--- config.mk ---
export PLATFORM = sky130hd
export DESIGN_NAME = ps2_scan_receiver
export DESIGN_NICKNAME = d
export VERILOG_FILES = /design/src/rtl/ps2_scan_receiver.sv
export SDC_FILE = /design/constraint.sdc
export NUM_CORES = 1
export LEC_CHECK = 0
export ABC_AREA = 1
export CAP_MARGIN = 40
export CELL_PAD_IN_SITES_DETAIL_PLACEMENT = 1
export CELL_PAD_IN_SITES_GLOBAL_PLACEMENT = 1
export CORE_ASPECT_RATIO = 1.5
export CORE_MARGIN = 2
export CORE_UTILIZATION = 25
export CTS_BUF_LIST = sky130_fd_sc_hd__clkbuf_8
export CTS_CLUSTER_DIAMETER = 60
export DETAILED_ROUTE_END_ITERATION = 16
export HOLD_SLACK_MARGIN = 0.06
export PLACE_DENSITY = 0.47
export SLEW_MARGIN = 30
export SYNTH_ARGS = -nofsm -noshare
export SYNTH_HDL_FRONTEND = slang
export SYNTH_SLANG_ARGS = --single-unit
--- constraint.sdc ---
create_clock -name clock -period 1.55 [get_ports clock]
set_input_delay 0.31 -clock clock [delete_from_list [all_inputs] [get_ports clock]]
set_output_delay 0.31 -clock clock [all_outputs]
set_load 0.005 [all_outputs]
--- src/rtl/ps2_scan_receiver.sv ---
// ps2_scan_receiver: PS/2 keyboard (scan set 2) deserialiser and make-code filter.
// Emits each key-press make code on ps2_out as a single-cycle pulse. Break (F0)
// and extended (E0) prefixes are consumed, releases and controller responses
// are dropped, and discarded frames pulse frame_error.
// Build option: define PS2_PARITY_CHECK_EN to enable the odd-parity check.
module ps2_scan_receiver #(
  parameter int unsigned FILTER_LEN     = 8,
  parameter int unsigned TIMEOUT_CYCLES = 100000
) (
  input  logic       clock,
  input  logic       resetn,
  input  logic       ps2_clk,
  input  logic       ps2_data,
  output logic [7:0] ps2_out,
  output logic       frame_error
);

  localparam int unsigned FCW = 8;
  localparam int unsigned TOW = $clog2(TIMEOUT_CYCLES + 1);
  localparam int unsigned SRW = 10;

  typedef enum logic [1:0] {
    IDLE   = 2'd0,
    RECV   = 2'd1,
    DECODE = 2'd2
  } state_e;

  logic             clk_s1_q, clk_s2_q, dat_s1_q, dat_s2_q;
  logic             filt_q;
  logic [FCW-1:0]   filt_cnt_q;
  state_e           state_q;
  logic [3:0]       bit_cnt_q;
  logic [SRW-1:0]   shift_q;
  logic [TOW-1:0]   to_cnt_q;
  logic             break_pending_q, ext_pending_q;
  logic [7:0]       ps2_out_q;
  logic             frame_error_q;

  logic             filt_done_c, fall_c;
  logic [7:0]       byte_c;
  logic             par_err_c, frame_ok_c, is_resp_c;

  // Two-flop synchronisers for both pins, idling high
  always_ff @(posedge clock or negedge resetn) begin
    if (!resetn) begin
      clk_s1_q <= 1'b1;
      clk_s2_q <= 1'b1;
      dat_s1_q <= 1'b1;
      dat_s2_q <= 1'b1;
    end else begin
      clk_s1_q <= ps2_clk;
      clk_s2_q <= clk_s1_q;
      dat_s1_q <= ps2_data;
      dat_s2_q <= dat_s1_q;
    end
  end

  // Glitch filter: accept a new clock level after FILTER_LEN consecutive cycles
  always_ff @(posedge clock or negedge resetn) begin
    if (!resetn) begin
      filt_q     <= 1'b1;
      filt_cnt_q <= '0;
    end else if (clk_s2_q != filt_q) begin
      if (filt_done_c) begin
        filt_q     <= clk_s2_q;
        filt_cnt_q <= '0;
      end else begin
        filt_cnt_q <= filt_cnt_q + FCW'(1);
      end
    end else begin
      filt_cnt_q <= '0;
    end
  end

  // Edge detect, frame checks and byte classification
  always_comb begin
    filt_done_c = (filt_cnt_q == FCW'(FILTER_LEN - 1));
    fall_c      = filt_q & ~clk_s2_q & filt_done_c;
    byte_c      = shift_q[7:0];
`ifdef PS2_PARITY_CHECK_EN
    par_err_c   = ~(^shift_q[8:0]);
`else
    par_err_c   = 1'b0;
`endif
    frame_ok_c  = shift_q[9] & ~par_err_c;
    case (byte_c)
      8'h00, 8'hAA, 8'hEE, 8'hFA, 8'hFC, 8'hFE, 8'hFF: is_resp_c = 1'b1;
      default:                                         is_resp_c = 1'b0;
    endcase
  end

  // Frame FSM: receive, timeout, decode and registered output pulses
  always_ff @(posedge clock or negedge resetn) begin
    if (!resetn) begin
      state_q         <= IDLE;
      bit_cnt_q       <= '0;
      shift_q         <= '0;
      to_cnt_q        <= '0;
      break_pending_q <= 1'b0;
      ext_pending_q   <= 1'b0;
      ps2_out_q       <= 8'h00;
      frame_error_q   <= 1'b0;
    end else begin
      ps2_out_q     <= 8'h00;
      frame_error_q <= 1'b0;
      case (state_q)
        IDLE: begin
          bit_cnt_q <= '0;
          to_cnt_q  <= '0;
          if (fall_c && !dat_s2_q) state_q <= RECV;
        end
        RECV: begin
          if (fall_c) begin
            shift_q  <= {dat_s2_q, shift_q[SRW-1:1]};
            to_cnt_q <= '0;
            if (bit_cnt_q == 4'd9) begin
              bit_cnt_q <= '0;
              state_q   <= DECODE;
            end else begin
              bit_cnt_q <= bit_cnt_q + 4'd1;
            end
          end else if (to_cnt_q == TOW'(TIMEOUT_CYCLES - 1)) begin
            state_q       <= IDLE;
            bit_cnt_q     <= '0;
            to_cnt_q      <= '0;
            frame_error_q <= 1'b1;
          end else begin
            to_cnt_q <= to_cnt_q + TOW'(1);
          end
        end
        DECODE: begin
          state_q <= IDLE;
          if (!frame_ok_c) begin
            frame_error_q <= 1'b1;
          end else if (byte_c == 8'hE0) begin
            ext_pending_q <= 1'b1;
          end else if (byte_c == 8'hF0) begin
            break_pending_q <= 1'b1;
          end else if (!is_resp_c) begin
            if (!break_pending_q) ps2_out_q <= byte_c;
            break_pending_q <= 1'b0;
            ext_pending_q   <= 1'b0;
          end
        end
        default: state_q <= IDLE;
      endcase
    end
  end

  assign ps2_out     = ps2_out_q;
  assign frame_error = frame_error_q;

endmodule

==> out/qor.csv <==
metric,value,unit
Hold Path Class,reg2reg,
Post-DP HPWL,5210,µm
dpl ws,-0.119,ns
Skew-Pair Late Insertion Delay,0.32,ns
PD cells,1030,nW/µm²
Max-cap violations,0,
GRT overflow,0,
initial antenna violation count,0,
internal power,0.00249,W
largest net degree at the start of global routing,31,
Final ANT Viol Nets,0,
achievable frequency,635,MHz
multi-input logic area,1300,µm²
synthesized area,2700,µm²
slew margin rel.,75.2,%
clock sink total,56,
Seq pwr share,43.2,%
layout cells sized above 1,27.8,%
Syn. warnings,0,
RD Place Congestion,0.779,
Mapped Cells,323,
Total Power,0.00382,W
final instance area,3720,µm²
number of global-route vias before repair,2569,
gr usage total,13.1,%
Setup Skew,0.0108,ns
unrepaired setup endpoints after global routing,true,
Hold Crit Depth,0,
power share of the clock group,21.3,%
fill count,1266,
CP Launch Type,flip-flop,
violated checks,negative setup slack,
Crit Path Class,reg2reg,
Worst Setup End Kind,flip-flop,
Worst-Margin Slew,0.368,ns
Post-Route WL,7240,µm
Diodes inserted,0,
max-slew violations,0,
switching share of total power,34.8,%
sequential share of the synthesized area,52.2,%
Final Hold Viols,0,
total iterations of the first detailed-routing run,4,
vias per inst,4.34,
CTS tree,built,
Hold Slack,0.364,ns
core outline area,10500,µm²
Initial Util,25.6,%
most frequent cells in the layout,"nand2_1, dfrtp_1, buf_4",
cts bufs inserted,5,
Placed Instance Area,3280,µm²
"commonest non-fill, non-tap cell in the layout",nand2_1,
clk slew on worst S/H paths,0.11,ns
Vias,2359,
synthesized net count,335,
Worst Reg-to-Reg Cells,11,
peak supply drop,0.427,mV
fin worst setup slack,-0.0249,ns
NetSw,0.00133,W
DRC errors left,0,
root buf cell,clkbuf_8,
drt first-iter violations,50,
final-report setup violation count,4,
first-pass GRT wire length,11900,µm
area grow syn2layout,38.2,%
crit path DAT,1.77,ns
setup TNS,-0.0486,ns
Yosys reg bits,56,
total die area,11600,µm²
Post-layout nets,410,
Critical Path RT,1.75,ns
Die Wd,88.8,µm
final period utilization,102,%
Rows,46,
IO buf count,12,
total leakage power,1.71,nW
I/O pins,13,
H-tree depth,2,
drt wl/cell,13.3,µm
Logic pwr share,35.5,%
die height,131,µm
status,"complete, but fails checks",
Syn Area/Cell,8.34,µm²
fin crit period,1.57,ns
storage element area,1410,µm²
worst-path fanout max,5,
synth unique cells,27,
worst-case clock buffer depth,2,
worst max-delay path: stages, from the launching register on:
cell     delay, ns
dfrtp_1       0.37
ha_2          0.23
nand2_4       0.08
inv_2         0.06
nand2_2       0.06
nor2_4        0.13
nand2_2       0.08
nand3_4       0.12
buf_6         0.14
nand3_4       0.07
nand2_2       0.07
nand2_1       0.06
metrics by stage:
| stage | util [%] | std cells |
|---|---|---|
| floorplan | - | 323 |
| global placement | 31.2 | 516 |
| detailed placement | 31.2 | 516 |
| CTS | 33.8 | 536 |
| global route | 35.4 | 543 |
| finish | 35.4 | 543 |
cell usage after synthesis:
master    instances  area, µm²
dfrtp_1          51       1280
a31oi_1           2       12.5
nand3_1          15       75.1
nor3b_1           1       7.51
dfstp_2           5        131
ha_1              8        100
clkbuf_2          1       5.00
xnor2_1           4       35.0
nor2_1           50        188
xor2_1            4       35.0
a21oi_1           7       35.0
nand2_2           2       12.5
o22ai_1           1       6.26
nor2_4            4       45.0
o21ai_0          18       90.1
inv_2             1       3.75
nand3_2           2       20.0
and3_1            1       6.26
nand3b_1          1       7.51
nor2_2            1       6.26
nand2_1          79        297
nand4_1          14       87.6
o21a_1            1       7.51
nor3_1            5       25.0
a21boi_0          1       7.51
inv_1            42        158
a21o_1            2       15.0
metal layers:
metal  track usage [%]  share of wire, %
met1              13.4                37
met2              25.6                60
met5                 0                 0
met3              2.14               1.7
met4              4.21               1.5
power by group through the flow:
stage / Sequential [W] / Combinational, W / Clock (W)
CTS: 0.00164 / 0.00119 / 0.000888
global route: 0.00166 / 0.00150 / 0.000934
finish: 0.00165 / 0.00135 / 0.000814
detailed placement: 0.00166 / 0.000859 / 0
floorplan: 0.00164 / 0.000466 / 0
global placement: 0.00165 / 0.000850 / 0
repair_timing:
| action | in CTS | in global routing |
|---|---|---|
| hold buffers | 1 | 0 |
| endpoints found under the setup margin | 21 | 39 |
| buffers inserted | 9 | 7 |
| pin swaps | 12 | 15 |
| endpoints found under the hold margin | 8 | 0 |
| gates resized for setup | 23 | 32 |
| gates cloned | 2 | 0 |
cells by family (layout without fill, tap and decap cells):
kind of cell    after synthesis  after routing  synth area share (%)
compound gates               32             32                  6.45
xor+xnor                      8              8                  2.60
fa+ha+maj                     8              8                  3.71
buf+inv                      44            119                  6.17
flops                        56             56                  52.2
simple gates                175            176                  28.8
path summary, 6_finish.rpt:
| check | start | endpoint | slack (ns) |
|---|---|---|---|
| worst max-delay path | to_cnt_q[1] | state_q[0] | -0.02 |
| worst min-delay path | clk_s1_q | clk_s2_q | 0.36 |
| worst max register to register | to_cnt_q[1] | state_q[0] | -0.02 |
| worst min register to register | clk_s1_q | clk_s2_q | 0.36 |
| max in group asynchronous | resetn | clk_s1_q | 0.60 |
| min in group asynchronous | resetn | filt_cnt_q[2] | 0.43 |
state kept, by name, indices dropped and copies added (netlist names):
name / cells
ps2_out: 8
dat_s2_q: 1
shift_q: 10
bit_cnt_q: 4
filt_cnt_q: 8
state_q: 2
frame_error: 1
to_cnt_q: 17
clk_s1_q: 1
break_pending_q: 1
filt_q: 1
clk_s2_q: 1
dat_s1_q: 1
layout make-up:
class                   count  share of cell area [%]
clock buffers               5                    1.85
multi-input cells         224                    34.9
clock inverters             3                   0.538
well taps                 144                    4.84
repair inverters            1                   0.202
flip-flops and latches     56                    37.8
repair buffers             67                    15.1
inverters                  43                    4.67
Note: power is estimated with default switching activity, not from simulation.
